==> src/rtl/filter_decim.sv <==
// filter_decim: sums blocks of DECIM valid samples, scales the sum by an arithmetic
// right shift, saturates it to WIDTH bits and queues the result in a DEPTH-entry FIFO
// with a valid/ready output.
// Optional feature: define FILTER_DECIM_ROUND_EN for round-half-up scaling; otherwise the
// shift truncates toward minus infinity.
module filter_decim #(
    parameter int WIDTH = 11,
    parameter int DECIM = 4,
    parameter int SHIFT = 2,
    parameter int DEPTH = 4
) (
    input  logic             clk,
    input  logic             reset,
    input  logic [WIDTH-1:0] in,
    input  logic             in_valid,
    output logic [WIDTH-1:0] out,
    output logic             out_valid,
    input  logic             out_ready,
    output logic             overflow,
    output logic             sat
);
    localparam int PW = $clog2(DECIM);
    localparam int AW = WIDTH + PW;
    // One spare bit above the accumulator so the rounding add cannot wrap
    localparam int SW = AW + 1;
    localparam int FW = $clog2(DEPTH);
    localparam int CW = FW + 1;

    localparam logic [PW-1:0] LastPhase = PW'(DECIM - 1);
    localparam logic [CW-1:0] FullCount = CW'(DEPTH);
    localparam logic signed [SW-1:0] SatMax = SW'((2 ** (WIDTH - 1)) - 1);
    localparam logic signed [SW-1:0] SatMin = ~SatMax;

`ifdef FILTER_DECIM_ROUND_EN
    // Half an output LSB; zero when no shift is applied
    localparam logic signed [SW-1:0] RoundTerm =
        SW'(((SHIFT > 0) ? 1 : 0) << ((SHIFT > 0) ? SHIFT - 1 : 0));
`endif

    // Block accumulation state
    logic [PW-1:0]        phase_q, phase_d;
    logic signed [AW-1:0] acc_q, acc_d;

    // FIFO state
    logic [WIDTH-1:0]     mem_q [DEPTH];
    logic [WIDTH-1:0]     mem_d [DEPTH];
    logic [FW-1:0]        rd_ptr_q, rd_ptr_d;
    logic [FW-1:0]        wr_ptr_q, wr_ptr_d;
    logic [CW-1:0]        count_q, count_d;

    // Sticky flags
    logic                 overflow_q, overflow_d;
    logic                 sat_q, sat_d;

    // Datapath intermediates
    logic signed [AW-1:0] in_ext;
    logic signed [AW-1:0] block_sum;
    logic signed [SW-1:0] sum_wide;
    logic signed [SW-1:0] rounded;
    logic signed [SW-1:0] scaled;
    logic                 clip_hi;
    logic                 clip_lo;
    logic [WIDTH-1:0]     result;
    logic                 block_done;
    logic                 fifo_full;
    logic                 pop;
    logic                 push_ok;

    assign in_ext     = {{PW{in[WIDTH-1]}}, in};
    assign block_done = in_valid && (phase_q == LastPhase);
    assign fifo_full  = (count_q == FullCount);
    assign out_valid  = (count_q != '0);
    assign pop        = out_valid && out_ready;
    // A full FIFO still accepts the new result when the head leaves on the same edge
    assign push_ok    = block_done && (!fifo_full || pop);
    assign out        = mem_q[rd_ptr_q];
    assign overflow   = overflow_q;
    assign sat        = sat_q;

    // Block sum, scaling and saturation of the result being completed this cycle
    always_comb begin
        block_sum = acc_q + in_ext;
        sum_wide  = {block_sum[AW-1], block_sum};
`ifdef FILTER_DECIM_ROUND_EN
        rounded   = sum_wide + RoundTerm;
`else
        rounded   = sum_wide;
`endif
        scaled    = rounded >>> SHIFT;
        clip_hi   = (scaled > SatMax);
        clip_lo   = (scaled < SatMin);
        if (clip_hi) begin
            result = SatMax[WIDTH-1:0];
        end else if (clip_lo) begin
            result = SatMin[WIDTH-1:0];
        end else begin
            result = scaled[WIDTH-1:0];
        end
    end

    // Phase counter and accumulator next state; gaps in in_valid hold the block
    always_comb begin
        phase_d = phase_q;
        acc_d   = acc_q;
        if (in_valid) begin
            if (phase_q == LastPhase) begin
                phase_d = '0;
                acc_d   = '0;
            end else if (phase_q == '0) begin
                phase_d = phase_q + PW'(1);
                acc_d   = in_ext;
            end else begin
                phase_d = phase_q + PW'(1);
                acc_d   = acc_q + in_ext;
            end
        end
    end

    // FIFO pointers, storage, occupancy and sticky flags next state
    always_comb begin
        mem_d      = mem_q;
        rd_ptr_d   = rd_ptr_q;
        wr_ptr_d   = wr_ptr_q;
        count_d    = count_q;
        overflow_d = overflow_q;
        sat_d      = sat_q;

        if (block_done && (clip_hi || clip_lo)) begin
            sat_d = 1'b1;
        end
        if (block_done && !push_ok) begin
            overflow_d = 1'b1;
        end
        if (push_ok) begin
            mem_d[wr_ptr_q] = result;
            wr_ptr_d        = wr_ptr_q + FW'(1);
        end
        if (pop) begin
            rd_ptr_d = rd_ptr_q + FW'(1);
        end
        if (push_ok && !pop) begin
            count_d = count_q + CW'(1);
        end else if (!push_ok && pop) begin
            count_d = count_q - CW'(1);
        end
    end

    // State registers with synchronous reset
    always_ff @(posedge clk) begin
        if (reset) begin
            phase_q    <= '0;
            acc_q      <= '0;
            rd_ptr_q   <= '0;
            wr_ptr_q   <= '0;
            count_q    <= '0;
            overflow_q <= 1'b0;
            sat_q      <= 1'b0;
            for (int i = 0; i < DEPTH; i++) begin
                mem_q[i] <= '0;
            end
        end else begin
            phase_q    <= phase_d;
            acc_q      <= acc_d;
            rd_ptr_q   <= rd_ptr_d;
            wr_ptr_q   <= wr_ptr_d;
            count_q    <= count_d;
            overflow_q <= overflow_d;
            sat_q      <= sat_d;
            mem_q      <= mem_d;
        end
    end

endmodule

==> config.mk <==
export PLATFORM = sky130hd
export DESIGN_NAME = filter_decim
export DESIGN_NICKNAME = d
export VERILOG_FILES = /design/src/rtl/filter_decim.sv
export SDC_FILE = /design/constraint.sdc
export NUM_CORES = 1
export LEC_CHECK = 0
export CELL_PAD_IN_SITES_DETAIL_PLACEMENT = 1
export CELL_PAD_IN_SITES_GLOBAL_PLACEMENT = 2
export CORE_UTILIZATION = 33
export DETAILED_ROUTE_END_ITERATION = 8
export PLACE_DENSITY = 0.86
export SETUP_SLACK_MARGIN = 0.05
export SLEW_MARGIN = 15
export SYNTH_ARGS = -nofsm -noshare
export SYNTH_HDL_FRONTEND = slang
export SYNTH_SLANG_ARGS = --single-unit
export TNS_END_PERCENT = 5
==> constraint.sdc <==
create_clock -name clk -period 2.37 [get_ports clk]
set_input_delay 0.711 -clock clk [delete_from_list [all_inputs] [get_ports clk]]
set_output_delay 0.711 -clock clk [all_outputs]
set_load 0.01 [all_outputs]
* Word level (Yosys, flattened, before mapping)
Index checks and enable logic that the tools add are counted.
Cells by class: add/subtract/negate cells 6, multipliers 0, div/mod/pow operators 0, $lt $le $gt $ge 5, equal/unequal tests 2, shifts and indexed selects 0, muxes and demuxes 13, bitwise gates (word level) 2, reduce and logical (&&, ||, !) cells 16
Operators by type and width (count):
- two-way mux 11 bit | 5
- bitwise mux 44 bit | 1
- two-way mux 13 bit | 2
- binary-select mux 11 bit (select 2 bit) | 1
- demux 11 bit (select 2 bit) | 1
- adder 13 x 11 -> 13 bit | 1
- greater-than comparator 11 bit, second input constant | 1
- less-than comparator 11 bit, second input constant | 1
- logical AND 1 bit | 8
- adder 2 x 1 -> 2 bit, second input constant | 3
- greater-or-equal comparator 3 bit, second input constant | 2
- two-way mux 3 bit | 2
- NOT 2 -> 3 bit | 2
- adder 3 x 1 -> 3 bit, second input constant | 1
- equality test 3 bit, second input constant | 1
- zero test 1 bit | 3
- less-than comparator 3 x 1 -> 1 bit, second input constant | 1
- nonzero test 3 bit | 1
- subtractor 3 x 1 -> 3 bit, second input constant | 1
- equality test 2 bit, second input constant | 1
- zero test 2 bit | 1
- logical OR 1 bit | 2
- two-way mux 2 bit | 1
- nonzero test 2 bit | 1
Word-level totals: bits in registers 68, latch bits 0, bits in writable memories 0, memory bits (read-only) 0, input port bits 15, output and inout bits 14, word-level logic and storage cells 55, memories kept 0

* Depth between registers and ports, before layout
word-level depth 8, gate-level depth with buffers 10, mapped depth without buffers 9

* Worst setup path before layout
OpenSTA, ideal clock, no wires.
kind input to register, from input port in[0], to register acc_q[12], library setup time 139 ps, arrival time 2388 ps, required time 2231 ps, setup slack -157 ps, cell stages on the path 7, path buffers 0, path through ha_1 fa_1 a211oi_2 nor3_1 o21a_1 a311oi_2 a221oi_1
On the way: cells in the longest elaborated chain, start to end 3
RTL lines:
- start: declaration | line 14 | input logic [WIDTH-1:0] in,
- adder 13 x 11 -> 13 bit | line 114 | acc_d = acc_q + in_ext;
- two-way mux 13 bit | line 109 | end else if (phase_q == '0) begin
- two-way mux 13 bit | line 106 | if (phase_q == LastPhase) begin
- end signal: assignment | line 152 | acc_q <= '0;
- end signal: assignment | line 163 | acc_q <= acc_d;
- end: declaration | line 42 | logic signed [AW-1:0] acc_q, acc_d;
Every way passes these cells. A chain may end at the register's enable or synchronous reset.

* Worst setup path in the final report
from input port in_valid, to register count_q[2]
On the way: cells in the longest elaborated chain, start to end 5, elaborated cells on any way between the ends 7, classes of those cells 1 x mux; 6 x reduce/logical
RTL lines:
- start: declaration | line 15 | input logic in_valid,
- logical AND 1 bit (*) | line 70 | assign block_done = in_valid && (phase_q == LastPhase);
- logical AND 1 bit (*) | line 75 | assign push_ok = block_done && (!fifo_full || pop);
- zero test 1 bit | line 143 | end else if (!push_ok && pop) begin
- logical AND 1 bit | line 143
- nonzero test 2 bit (no line)
- end signal: assignment | line 166 | count_q <= count_d;
- end: declaration | line 49 | logic [CW-1:0] count_q, count_d;
Every way passes the cells marked *; elsewhere a longest branch is shown, timed or not.

==> summary.md <==
| Metric | Value |
|---|---|
| Status | finished clean |
| Asr flop ratio synth | 0% |
| Clock latency on the worst-skew pair | 0.35 ns |
| GRT met2 Usage | 35.2% |
| Worst Path Required | 2.66 ns |
| Clock transition at path regs | 0.08 ns |
| Max-cap viol count | 0 |
| Worst Path Arrival | 2.65 ns |
| DIE HEIGHT | 106 um |
| Hold_ws | 0.459 ns |
| Die area | 0.0112 mm^2 |
| Commonest non-fill, non-tap cells in the layout | buf_4, dfxtp_1, nand2_1 |
| Max transition margin | 60.0% |
| I/O Pins | 29 |
| DP HPWL | 8.07 mm |
| Crit share post-route | 99.8% |
| Clock share of power | 30.2% |
| CTS H-tree lvls | 3 |
| Worst Setup Start Kind | primary input |
| Tightest Pin Transition | 0.599 ns |
| Util after Layout | 49.2% |
| 1st-iter DRT viols | 97 |
| Root buf cell | clkbuf_8 |
| Max Slew Vio Count | 0 |
| CP delay by family, top | simple AND/OR/NAND/NOR gates |
| Element type at the critical path end | flip-flop |
| Dpl cells | 608 |
| GPL Wtd Cong | 0.797 |
| Initial antenna violation count | 0 |
| Number of distinct library cells after synthesis | 50 |
| CTS buffer count | 9 |
| Area contributors post-synth | dfxtp_1, mux4_2, ha_1, nand2_1, a21oi_1 |
| # nets final | 525 |
| Crit path largest cell delay | 0.51 ns |
| First drt pass iteration count | 4 |
| CTS tree | done |
| Commonest non-fill, non-tap cell in the layout | buf_4 |
| Seq/Total Area, Yosys | 38.4% |
| P_leak | 1.98 nW |
| First-pass GRT wire length | 17.8 mm |
| Hold_buf cts | 0 |
| Total vias in the final route | 3,349 |
| Post-Synth Simple-Gate Area | 18.2% |
| Vias in the first global route | 3,558 |
| Adder and majority gate portion of the synthesized area | 7.83% |
| Post-synth EDFFs | 0 |
| Antenna Nets Post-Route | 0 |
| Yosys reg bits | 68 |
| Layout cell share with drive strength beyond 1 | 35.8% |
| Total gr overflow | 0 |
| Skew final | 0.0122 ns |
| # setup viols final | 0 |
| Fillers | 1,169 |
| Flop pwr share | 36.0% |
| Mapped Area | 0.00355 mm^2 |
| Compound-cell area share of the yosys netlist | 19.8% |
| Combinational Power Share | 33.8% |
| Met1 global-route usage | 25.8% |
| Syn_nets | 421 |
| Int Pwr | 2.41 mW |
| WL per Instance | 17.7 um |
| Slowest CP cell | clkdlybuf4s50_1 |
| Drt total wl | 11.2 mm |
| DRC | 0 |
| Final Hold Vio Count | 0 |
| PortBufs | 28 |
| Starting Density | 34.2% |
| XOR/XNOR Fraction of Synth Area | 2.96% |
| Ant diodes | 0 |
| Sink Count | 68 |
| Dominant cell type by area after synthesis | dfxtp_1 |
| Unrepaired setup endpoints after global routing | yes |
| Critical path fanouts, max | 2 |
| Synth top area share | 38.4% |
| Hold WC Path Type | flip-flop to flip-flop |
| GRT Resource Usage Total | 20.5% |
| Syn avg cell area | 9.22 um^2 |
| Rows | 37 |
| Net Sw Frac | 32.0% |
| Clk buf depth | 2 |
| Final worst slack | 0.00476 ns |
| Mux cell area share after synthesis | 9.31% |
| Design Power | 3.55 mW |
| Core area | 0.0104 mm^2 |
| Main combinational cell family by area after synthesis | compound AO/OA/AOI/OAI gates |
| Synth warn | 0 |
| Area grow syn2layout | 43.6% |
| GRT Max-Usage Layer | met2 |
| Die Wd | 106 um |
| VDD IR max | 521 uV |
| Vias per cell | 5.32 |
| Worst path buffer plus inverter count | 2 |
| Largest net degree at the start of global routing | 30 |
| Min Tclk post-route | 2.37 ns |
| CP Cell Sequence | clkdlybuf4s50_1 -> nand2_2 -> nor2b_4 -> ha_4 -> inv_2 -> fa_2 -> xor2_2 -> or3_4 -> a21oi_2 |
| Pwr/cell area | 696 mW/mm^2 |
| Cells after Synth | 385 |
| WS Path Type | primary input to flip-flop |
| M3 GR Usage | 3.34% |
| NetSw | 1.14 mW |
| Non-filler instance count after layout | 630 |
| DP Worst Slack | -0.684 ns |
| Highest Clock Rate | 423 MHz |
| Ys flop type | dfxtp_1 |
[routing by layer]
layer  up-vias  routed length, um
met3        19                263
met4         0                281
li1       1614                  -
met1      1664               4980
met5         -                  0
met2        52               5630
[layout make-up]
cell class              instances  area [um^2]  share of cell area [%]
clock buffers                   9          124                    2.43
well taps                     136          170                    3.34
flip-flops and latches         68         1370                    26.8
repair buffers                110          948                    18.6
inverters                       8         30.0                   0.589
clock inverters                 7         96.3                    1.89
multi-input cells             292         2360                    46.3
[cell usage after synthesis, drive strengths merged (4+ instances only)]
| cell type | n |
|---|---|
| dfxtp | 68 |
| inv | 8 |
| xnor2 | 4 |
| nand3b | 16 |
| nor2 | 31 |
| a21oi | 31 |
| xor2 | 8 |
| a211oi | 16 |
| a32oi | 4 |
| mux2i | 6 |
| or2 | 4 |
| and2 | 4 |
| mux4 | 11 |
| nand2 | 54 |
| ha | 19 |
| o21ai | 27 |
| clkbuf | 10 |
| nor3 | 7 |
| nand3 | 4 |
| o31ai | 5 |
| buf | 7 |
[tightest hold or removal path, cell delays in order (launching register included)]
cell,delay [ns]
dfxtp_1,0.31
nand2_1,0.05
a21oi_1,0.05
[what timing repair did]
item / 4_1_cts / 5_1_grt
resized for setup: 72 / 31
buffers inserted: 0 / 6
endpoints found under the setup margin: 60 / 46
pin swaps: 10 / 18
[flip-flops by register name (all words and copies together) (netlist names)]
name	flops
mem_q	44
overflow	1
count_q	3
sat	1
phase_q	2
rd_ptr_q	2
wr_ptr_q	2
acc_q	13
[logic make-up after synthesis]
logic type | count (synthesis)
simple gates | 132
compound gates | 108
flops | 68
buf+inv | 25
fa+ha+maj | 21
mux | 19
xor+xnor | 12
[worst paths after layout]
path / start / end / slack (ns) / cells past startpoint
worst max register to register: count_q[0]$_SDFFE_PP0P_ / count_q[2]$_SDFFE_PP0P_ / 0.07 / 8
worst max-delay path: in_valid / count_q[2]$_SDFFE_PP0P_ / 0.005 / 9
worst min register to register: mem_q[26]$_SDFFE_PP0P_ / mem_q[26]$_SDFFE_PP0P_ / 0.46 / 2
worst min-delay path: mem_q[26]$_SDFFE_PP0P_ / mem_q[26]$_SDFFE_PP0P_ / 0.46 / 2
[per-stage QoR]
step           TNS (ns)  instance area [um^2]
6_report              0                  5100
5_1_grt         -0.0474                  5100
4_1_cts          -0.392                  4940
3_5_place_dp     -27.58                  4620
3_3_place_gp     -25.28                  4620
2_1_floorplan         0                  3600
[power groups by stage]
stage	sequential (mW)	combinational [mW]	clock [mW]
detailed placement	1.29	1.05	0
floorplan	1.28	0.580	0
global placement	1.29	1.02	0
global route	1.29	1.30	1.15
finish	1.28	1.20	1.07
CTS	1.28	1.10	1.10
No activity file was read; power rests on OpenSTA's default activity.
